**src/rtl/xc_malu_pkg.sv**
```systemverilog
// Shared encodings for the xc_malu issuer: opcodes, pack-width one-hots,
// issuer FSM states and the largest legal packed-width select.
package xc_malu_pkg;

  typedef enum logic [2:0] {
    OP_MUL  = 3'd0,
    OP_PMUL = 3'd1,
    OP_DIV  = 3'd2,
    OP_REM  = 3'd3,
    OP_MACC = 3'd4,
    OP_MADD = 3'd5,
    OP_MSUB = 3'd6
  } malu_op_e;

  typedef enum logic {
    ST_IDLE  = 1'b0,
    ST_ISSUE = 1'b1
  } issuer_state_e;

  localparam logic [2:0] PW_SINGLE_MAX = 3'd4;

  // Select 0 is the widest lane split and lands in the MSB of malu_pw.
  localparam logic [4:0] PW_SEL_0 = 5'b10000;
  localparam logic [4:0] PW_SEL_1 = 5'b01000;
  localparam logic [4:0] PW_SEL_2 = 5'b00100;
  localparam logic [4:0] PW_SEL_3 = 5'b00010;
  localparam logic [4:0] PW_SEL_4 = 5'b00001;
  localparam logic [4:0] PW_WORD  = 5'b00001;

  function automatic logic [4:0] pw_onehot(input logic [2:0] pw_single);
    case (pw_single)
      3'd0:    pw_onehot = PW_SEL_0;
      3'd1:    pw_onehot = PW_SEL_1;
      3'd2:    pw_onehot = PW_SEL_2;
      3'd3:    pw_onehot = PW_SEL_3;
      3'd4:    pw_onehot = PW_SEL_4;
      default: pw_onehot = 5'b00000;
    endcase
  endfunction

endpackage

```
**src/rtl/xc_malu_rsp_buf.sv**
```systemverilog
// One-entry valid/ready response register holding {err, tag, hi, lo}.
// A drain and a fill may happen in the same cycle.
module xc_malu_rsp_buf #(
  parameter int TAG_W = 5
) (
  input  logic             clock,
  input  logic             reset,
  input  logic             fill,
  input  logic             fill_err,
  input  logic [TAG_W-1:0] fill_tag,
  input  logic [31:0]      fill_hi,
  input  logic [31:0]      fill_lo,
  output logic             full,
  output logic             accept,
  output logic             rsp_valid,
  input  logic             rsp_ready,
  output logic             rsp_err,
  output logic [TAG_W-1:0] rsp_tag,
  output logic [31:0]      rsp_hi,
  output logic [31:0]      rsp_lo
);

  assign full   = rsp_valid;
  assign accept = !rsp_valid || rsp_ready;

  // The writer only pulses fill while accept is high, so a full entry is never overwritten.
  always_ff @(posedge clock or posedge reset) begin
    if (reset) begin
      rsp_valid <= 1'b0;
      rsp_err   <= 1'b0;
      rsp_tag   <= '0;
      rsp_hi    <= '0;
      rsp_lo    <= '0;
    end else if (fill) begin
      rsp_valid <= 1'b1;
      rsp_err   <= fill_err;
      rsp_tag   <= fill_tag;
      rsp_hi    <= fill_hi;
      rsp_lo    <= fill_lo;
    end else if (rsp_ready) begin
      rsp_valid <= 1'b0;
    end
  end

endmodule

```
**src/rtl/xc_malu_issuer.sv**
```systemverilog
// Initiator side of the xc_malu valid/ready/flush port with a one-entry response buffer.
// Define XC_MALU_ISSUER_TIMEOUT_EN to add the ISSUE-state watchdog.
module xc_malu_issuer
  import xc_malu_pkg::*;
#(
  parameter int TAG_W          = 5,
  parameter int TIMEOUT_CYCLES = 64
) (
  input  logic             clock,
  input  logic             reset,
  input  logic             req_valid,
  output logic             req_ready,
  input  logic [2:0]       req_op,
  input  logic [31:0]      req_rs1,
  input  logic [31:0]      req_rs2,
  input  logic [31:0]      req_rs3,
  input  logic [2:0]       req_pw_single,
  input  logic             req_lhs_sign,
  input  logic             req_rhs_sign,
  input  logic             req_drem_unsigned,
  input  logic             req_carryless,
  input  logic [TAG_W-1:0] req_tag,
  input  logic             req_kill,
  output logic             malu_valid,
  input  logic             malu_ready,
  output logic             malu_flush,
  output logic [31:0]      malu_rs1,
  output logic [31:0]      malu_rs2,
  output logic [31:0]      malu_rs3,
  output logic             malu_insn_mul,
  output logic             malu_insn_pmul,
  output logic             malu_insn_div,
  output logic             malu_insn_rem,
  output logic             malu_insn_macc,
  output logic             malu_insn_madd,
  output logic             malu_insn_msub,
  output logic [4:0]       malu_pw,
  output logic             malu_lhs_sign,
  output logic             malu_rhs_sign,
  output logic             malu_drem_unsigned,
  output logic             malu_carryless,
  input  logic [31:0]      malu_result_1,
  input  logic [31:0]      malu_result_0,
  output logic             rsp_valid,
  input  logic             rsp_ready,
  output logic [31:0]      rsp_hi,
  output logic [31:0]      rsp_lo,
  output logic [TAG_W-1:0] rsp_tag,
  output logic             rsp_err,
  output issuer_state_e    state_dbg
);

  // Handshakes: a transfer happens on a rising edge where valid && ready; valid never
  // depends on ready, and the payload holds steady while valid is high and ready is low.

  issuer_state_e    state;
  logic [TAG_W-1:0] tag_q;
  logic             issuing, req_illegal, accept, complete, timeout_fire, carryless_d;
  logic             buf_full, buf_accept, buf_fill;

  assign issuing     = (state == ST_ISSUE);
  assign req_illegal = (req_op == OP_PMUL) && (req_pw_single > PW_SINGLE_MAX);
  assign req_ready   = !issuing && (!req_illegal || buf_accept);
  assign accept      = req_valid && req_ready;
  assign complete    = issuing && malu_ready && buf_accept && !req_kill;
  assign carryless_d = req_carryless && ((req_op == OP_MUL) || (req_op == OP_PMUL));

`ifdef XC_MALU_ISSUER_TIMEOUT_EN
  localparam int CNT_W = (TIMEOUT_CYCLES > 1) ? $clog2(TIMEOUT_CYCLES) : 1;
  localparam logic [CNT_W-1:0] TO_LAST = CNT_W'(TIMEOUT_CYCLES - 1);
  logic [CNT_W-1:0] to_cnt;
  logic             to_limit;

  assign to_limit = (to_cnt == TO_LAST);
  // The counter saturates at the limit so a blocked buffer just delays the error response.
  assign timeout_fire = issuing && to_limit && buf_accept && !req_kill && !complete;

  always_ff @(posedge clock or posedge reset) begin
    if (reset) begin
      to_cnt <= '0;
    end else if (accept) begin
      to_cnt <= '0;
    end else if (issuing && !to_limit) begin
      to_cnt <= to_cnt + CNT_W'(1);
    end
  end
`else
  assign timeout_fire = 1'b0;
`endif

  assign malu_valid = issuing;
  assign malu_flush = issuing && (req_kill || complete || timeout_fire);
  assign buf_fill   = (accept && req_illegal) || complete || timeout_fire;
  assign state_dbg  = state;

  always_ff @(posedge clock or posedge reset) begin
    if (reset) begin
      state              <= ST_IDLE;
      tag_q              <= '0;
      malu_rs1           <= '0;
      malu_rs2           <= '0;
      malu_rs3           <= '0;
      malu_insn_mul      <= 1'b0;
      malu_insn_pmul     <= 1'b0;
      malu_insn_div      <= 1'b0;
      malu_insn_rem      <= 1'b0;
      malu_insn_macc     <= 1'b0;
      malu_insn_madd     <= 1'b0;
      malu_insn_msub     <= 1'b0;
      malu_pw            <= '0;
      malu_lhs_sign      <= 1'b0;
      malu_rhs_sign      <= 1'b0;
      malu_drem_unsigned <= 1'b0;
      malu_carryless     <= 1'b0;
    end else begin
      case (state)
        ST_IDLE: begin
          if (accept && !req_illegal) begin
            state              <= ST_ISSUE;
            tag_q              <= req_tag;
            malu_rs1           <= req_rs1;
            malu_rs2           <= req_rs2;
            malu_rs3           <= req_rs3;
            malu_insn_mul      <= (req_op == OP_MUL);
            malu_insn_pmul     <= (req_op == OP_PMUL);
            malu_insn_div      <= (req_op == OP_DIV);
            malu_insn_rem      <= (req_op == OP_REM);
            malu_insn_macc     <= (req_op == OP_MACC);
            malu_insn_madd     <= (req_op == OP_MADD);
            malu_insn_msub     <= (req_op == OP_MSUB);
            malu_pw            <= (req_op == OP_PMUL) ? pw_onehot(req_pw_single) : PW_WORD;
            malu_lhs_sign      <= req_lhs_sign && !carryless_d;
            malu_rhs_sign      <= req_rhs_sign && !carryless_d;
            malu_drem_unsigned <= req_drem_unsigned;
            malu_carryless     <= carryless_d;
          end
        end
        ST_ISSUE: begin
          if (malu_flush) begin
            state <= ST_IDLE;
          end
        end
        default: state <= ST_IDLE;
      endcase
    end
  end

  xc_malu_rsp_buf #(.TAG_W(TAG_W)) u_rsp_buf (
    .clock     (clock),
    .reset     (reset),
    .fill      (buf_fill),
    .fill_err  (!complete),
    .fill_tag  (issuing ? tag_q : req_tag),
    .fill_hi   (complete ? malu_result_1 : 32'd0),
    .fill_lo   (complete ? malu_result_0 : 32'd0),
    .full      (buf_full),
    .accept    (buf_accept),
    .rsp_valid (rsp_valid),
    .rsp_ready (rsp_ready),
    .rsp_err   (rsp_err),
    .rsp_tag   (rsp_tag),
    .rsp_hi    (rsp_hi),
    .rsp_lo    (rsp_lo)
  );

endmodule

```
**config.mk**
```make
export PLATFORM = sky130hd
export DESIGN_NAME = xc_malu_issuer
export DESIGN_NICKNAME = d
export VERILOG_FILES = /design/src/rtl/xc_malu_pkg.sv /design/src/rtl/xc_malu_rsp_buf.sv /design/src/rtl/xc_malu_issuer.sv
export SDC_FILE = /design/constraint.sdc
export NUM_CORES = 1
export LEC_CHECK = 0
export ABC_AREA = 0
export ABC_CLOCK_PERIOD_IN_PS = 3800
export CAP_MARGIN = 30
export CORE_UTILIZATION = 38
export DETAILED_ROUTE_END_ITERATION = 10
export GPL_ROUTABILITY_DRIVEN = 0
export GPL_TIMING_DRIVEN = 1
export PLACE_DENSITY_LB_ADDON = 0.25
export SETUP_SLACK_MARGIN = 0.4
export SLEW_MARGIN = 25
export SYNTH_ARGS = -nofsm -noshare
export SYNTH_HDL_FRONTEND = slang
export SYNTH_HIERARCHICAL = 1
export SYNTH_SLANG_ARGS = --single-unit
```
**constraint.sdc**
```tcl
create_clock -name clock -period 3.8 [get_ports clock]
set_clock_uncertainty 0.15 [all_clocks]
set_input_delay 0.76 -clock clock [delete_from_list [all_inputs] [get_ports clock]]
set_output_delay 0.76 -clock clock [all_outputs]
set_load 0.02 [all_outputs]
```
# --- Word-level counts from Yosys, hierarchy flattened ---
# Cells that the tools add are included.
op_classes:
  n_addsub: 0
  n_mul: 0
  n_div: 0
  n_lt_le_gt_ge: 1
  n_eq_ne: 10
  shift: 0
  n_mux: 10
  n_bitwise: 1
  n_reduce_logical: 27
ops:
  columns: ["operator", "count"]
  rows:
  - ["two-way mux 32 bit", 2]
  - ["one-hot mux 5 bit (5 select lines)", 1]
  - ["== test 3 x 2 -> 1 bit (second input constant)", 4]
  - ["== test 3 bit (second input constant)", 4]
  - ["logical AND 1 bit", 12]
  - ["two-way mux 5 bit", 2]
  - ["== test 3 x 1 -> 1 bit (second input constant)", 2]
  - ["logical NOT 1 bit", 6]
  - ["logical NOT 3 bit", 2]
  - ["logical OR 1 bit", 5]
  - ["two-way mux 1 bit", 4]
  - ["> comparator 3 bit (second input constant)", 1]
  - ["one-hot mux 1 bit (2 select lines)", 1]
  - ["AND reduction 2 bit", 1]
  - ["nonzero test 2 bit", 1]
  - ["NOT 1 bit", 1]
totals:
  ff_bits: 189
  latchBits: 0
  ram_bits: 0
  romBits: 0
  in_bits: 181
  out_inout_bits: 187
  elab_cells: 71
  mem_count: 0

# --- Longest topological paths before layout ---
depth:
  word_depth: 9
  depth_mapped: 8
  depth_no_buf: 5

# --- Cells and area by module ---
# Netlist, hierarchy kept.
modules_own_cells:
  columns: ["mod", "n_inst", "cells_each", "area_per_inst_um2", "seq_area_each_um2"]
  rows:
  - ["xc_malu_issuer", 1, 361, 5014.8, 2952.8]
  - ["xc_malu_rsp_buf", 1, 153, 2999.1, 1776.7]

# --- Least setup slack after synthesis ---
# Ideal clock, no wire load.
synth_timing:
  kind: "input to register"
  startpoint: "input req_op[2]"
  endpoint: "register u_rsp_buf.rsp_err"
  setup_time_ns: 0.125
  arrival_time_ns: 2.454
  required_ns: 3.525
  setup_slack_ns: 1.071
  cell_stages: 7
  n_path_buf: 3
  cell_sequence: "or3b_1 clkbuf_1 or2_2 o21ai_0 buf_6 buf_12 mux2_4"
synth_between:
  elab_chain_len: 8
synth_rtl:
  columns: ["item", "line_no", "source"]
  rows:
  - ["start, declared", "xc_malu_issuer.sv:13", "input logic [2:0] req_op,"]
  - ["== test 3 x 1 -> 1 bit (*)", "xc_malu_issuer.sv:62", "assign req_illegal = (req_op == OP_PMUL) && (req_pw_single > PW_SINGLE_MAX);"]
  - ["logical AND 1 bit (*)", "xc_malu_issuer.sv:62", null]
  - ["logical NOT 1 bit", "xc_malu_issuer.sv:63", "assign req_ready = !issuing && (!req_illegal || buf_accept);"]
  - ["logical OR 1 bit", "xc_malu_issuer.sv:63", null]
  - ["logical AND 1 bit", "xc_malu_issuer.sv:63", null]
  - ["logical AND 1 bit", "xc_malu_issuer.sv:64", "assign accept = req_valid && req_ready;"]
  - ["logical AND 1 bit (*)", "xc_malu_issuer.sv:93", "assign buf_fill = (accept && req_illegal) || complete || timeout_fire;"]
  - ["logical OR 1 bit (*)", "xc_malu_issuer.sv:93", null]
  - ["via buf_fill", "xc_malu_issuer.sv:59", "logic buf_full, buf_accept, buf_fill;"]
  - ["end signal, assigned", "xc_malu_rsp_buf.sv:36", "rsp_err <= fill_err;"]
  - ["end, declared", "xc_malu_rsp_buf.sv:17", "output logic rsp_err,"]
# Mark *: on every way through the listed nets, which the timed path passes. The rest lies on a longest branch.
# A chain may end at the register's enable or synchronous reset.

# --- Final worst setup path ---
layout_timing:
  startpoint: "input rsp_ready"
  endpoint: "output malu_flush"
layout_between:
  elab_chain_len: 5
layout_rtl:
  columns: ["item", "line_no", "source"]
  rows:
  - ["start, declared", "xc_malu_issuer.sv:45", "input logic rsp_ready,"]
  - ["logical OR 1 bit", "xc_malu_rsp_buf.sv:24", "assign accept = !rsp_valid || rsp_ready;"]
  - ["via buf_accept", "xc_malu_issuer.sv:59", null]
  - ["logical AND 1 bit (2 in series)", "xc_malu_issuer.sv:65", "assign complete = issuing && malu_ready && buf_accept && !req_kill;"]
  - ["logical OR 1 bit", "xc_malu_issuer.sv:92", "assign malu_flush = issuing && (req_kill || complete || timeout_fire);"]
  - ["logical AND 1 bit", "xc_malu_issuer.sv:92", null]
  - ["end, declared", "xc_malu_issuer.sv:26", "output logic malu_flush,"]
# The timed path passes the listed nets, and every way through them passes these cells.

==> flow_summary.yaml <==
synth:
  syn_nets: 695
  synth_top_cell_by_area: "dfrtp_1"
  ys_types: 30
  synth_async_sr_flop_share: 1.00
  synth.most_common_cell: "dfrtp_1"
  synth_common_cells: "dfrtp_1 (189), mux2_2 (82), mux2_4 (69)"
  yosys.area.top_type_share: 0.590
  synth-edff-count: 0
  yosys_warnings: 6
  synth-main-ff-cell: "dfrtp_1"
  synth_area_leaders: "dfrtp_1 (59%), mux2_4 (13%), mux2_2 (12%)"
  ys_ff_latch: 189
  syn_area_per_cell_sq_um: 15.6
  ys_seq_area_frac: 0.590
  postSynthCellCount: 514
  syn_area_sq_um: 8010
timing:
  max_slew.worst_pin.slew_ns: 0.819
  setup-tns-final_ns: 0
  worst_slack_ns: 0.560
  period_minus_slack_ns: 3.24
  timing.final.crit_share: 0.853
  fmax_mhz: 309
  finalHoldViolCount: 0
  rsz0062_at_grt: "no"
  slew_headroom: 0.453
  setup_viol: 0
  maxSlewViolCount: 0
route:
  drt_wl_total_mm: 21.4
  drc: 0
  vias: 5486
  via_per_inst: 4.72
  wl_per_cell_microns: 18.4
  first_iter_violations: 139
  ant_nets: 0
  drtPass1Iterations: 4
power_and_ir_drop:
  p_per_area_nw_per_um2: 489
  leakage_uw: 0.00533
  ir_worst_vdd_uv: 308
global_routing:
  grt_pass1_wl_mm: 32.7
  grt_use_total: 0.200
  grt_pass1_vias: 5642
  grt_overflow: 0
  antenna_found_initial: 2
  grt_max_degree: 72
finish:
  seqCellArea_sq_um: 4730
  area_delta_synth_final_pct: 55.6
  fin_nets: 1060
  multi_input_area_sq_um: 2980
  drive_gt1_frac: 0.223
  fillCellCount: 1678
floorplan:
  coreArea_sq_um: 20400
  initial_utilization: 0.392
  num_rows: 52
  io-pin-count: 368
  die_area_sq_um: 21700
  die_w_microns: 147
  fp.dieH_microns: 147
place:
  place_hpwl_mm: 15.5
  place.port_buffers: 367
  post-place-ws_ns: 0.309
worst_setup_path:
  max_stage_delay_ns: 0.63
  cp_common_cell: "clkdlybuf4s50_1"
  start_kind: "input pin"
  worst-r2r-setup-slack_ns: 1.55
  path_cells: "clkdlybuf4s50_1, nand2b_1, and2_1, o21a_1, clkdlybuf4s50_1"
  reg2reg_from: "malu_valid"
  critPathArrivalTime_ns: 2.33
  path_max_fanout: 5
  path_class: "in2out"
  cp_slowest_cell: "clkdlybuf4s50_1"
  reg2reg_to: "u_rsp_buf/rsp_lo[3]"
  endpoint_kind: "primary output"
  crit_required_ns: 2.89
  worstRegToRegCells: 6
clock_tree:
  cts_buffers: 17
  clock-sinks: 189
  cts_hold_buf: 0
  cts_resized: 1
  cts_tree: "built"
  clkTransAtPathRegs_ns: 0.06
  clock_latency_ns: 0.42
  cts_buffer_depth: 2
  post_cts_buffers: 0
  clock_tree.root_cell: "clkbuf_16"
  htreeDepth: 4
worst_hold_path:
  hold_path.class: "reg2reg"
  hold_start: "malu_rs3[1]"
  holdPathEnd: "malu_rs3[1]"
  hold_depth: 1
job:
  maxCapViolCount: 0
run_status:
  status: "complete, no violations"
-- placed cells by master (no fill, tap or decap), types with 2 or more instances in the layout --
master / count
buf_4: 5
nor2b_1: 3
a32o_1: 8
clkinv_4: 3
mux2_1: 26
clkinvlp_4: 2
mux2_2: 82
nand2b_1: 4
mux2_4: 69
and2_1: 67
inv_1: 5
nor2_1: 3
o21ai_0: 2
o21ai_4: 2
a21oi_1: 3
nand2_1: 3
or2_2: 2
clkdlybuf4s50_1: 366
buf_12: 6
clkbuf_16: 17
a22o_1: 3
inv_8: 4
dfrtp_1: 189
nor3_1: 2
inv_6: 4
-- registers in the layout, indices dropped and copies added, names as in the netlist, 5 cells and up --
name               cells
u_rsp_buf/rsp_lo      32
tag_q                  5
u_rsp_buf/rsp_tag      5
malu_rs3              32
malu_rs2              32
u_rsp_buf/rsp_hi      32
malu_pw                5
malu_rs1              32
-- logic make-up (layout without fill, tap and decap cells) --
| family | after synthesis | in the layout | share of synthesized area |
|---|---|---|---|
| AO/OA/AOI/OAI | 20 | 20 | 0.0211 |
| multiplexers | 178 | 178 | 0.282 |
| flip-flops | 189 | 189 | 0.590 |
| other | 0 | 1 | 0 |
| AND/OR/NAND/NOR | 88 | 88 | 0.0671 |
| buffers and inverters | 39 | 416 | 0.0393 |
-- layout make-up --
| class | instances | area share |
|---|---|---|
| Inverter | 7 | 0.00241 |
| Clock inverter | 13 | 0.00953 |
| Tap cell | 270 | 0.0271 |
| Clock buffer | 18 | 0.0352 |
| Antenna cell | 1 | 0.000201 |
| Multi-Input combinational cell | 286 | 0.239 |
| Sequential cell | 189 | 0.379 |
| Timing Repair Buffer | 378 | 0.307 |
-- worst max path at each step --
stage | cells past startpoint | end | slack (ns) | start
2_1_floorplan | 7 | u_rsp_buf/rsp_err | 1.07 | req_op[2]
4_1_cts | 5 | malu_flush | 0.52 | rsp_ready
5_1_grt | 5 | req_ready | 0.46 | req_op[0]
6_report | 5 | malu_flush | 0.56 | rsp_ready
3_3_place_gp | 5 | req_ready | 0.35 | req_op[0]
3_5_place_dp | 5 | req_ready | 0.31 | req_op[0]
-- layer usage --
metal	GRT usage	vias up	wire, microns
met4	0.0562	2	280
met3	0.100	19	2320
met5	0	-	13
met1	0.229	2736	8320
li1	-	2490	-
met2	0.329	239	10400
-- power by group --
part,internal (uW),switching [uW],total [uW]
clock,881,832,1710
sequential,2340,173,2510
combinational,1040,836,1880
-- stage by stage --
| step | instance area (sq um) | hold WS, ns | power [uW] | instances | utilization |
|---|---|---|---|---|---|
| floorplan | 8020 | 0.309 | 3460 | 514 | - |
| global placement | 11900 | 0.318 | 4420 | 1130 | 0.583 |
| detailed placement | 11900 | 0.330 | 4440 | 1130 | 0.583 |
| CTS | 12500 | 0.345 | 6190 | 1161 | 0.610 |
| global route | 12500 | 0.365 | 6390 | 1162 | 0.610 |
| finish | 12500 | 0.341 | 6100 | 1162 | 0.610 |
-- worst max-delay path: cells and delay by family --
kind | cells | cell delay [ns]
AO/OA/AOI/OAI | 1 | 0.11
AND/OR/NAND/NOR | 2 | 0.38
buffers and inverters | 2 | 1.08
No activity file was read; power rests on OpenSTA's default activity.
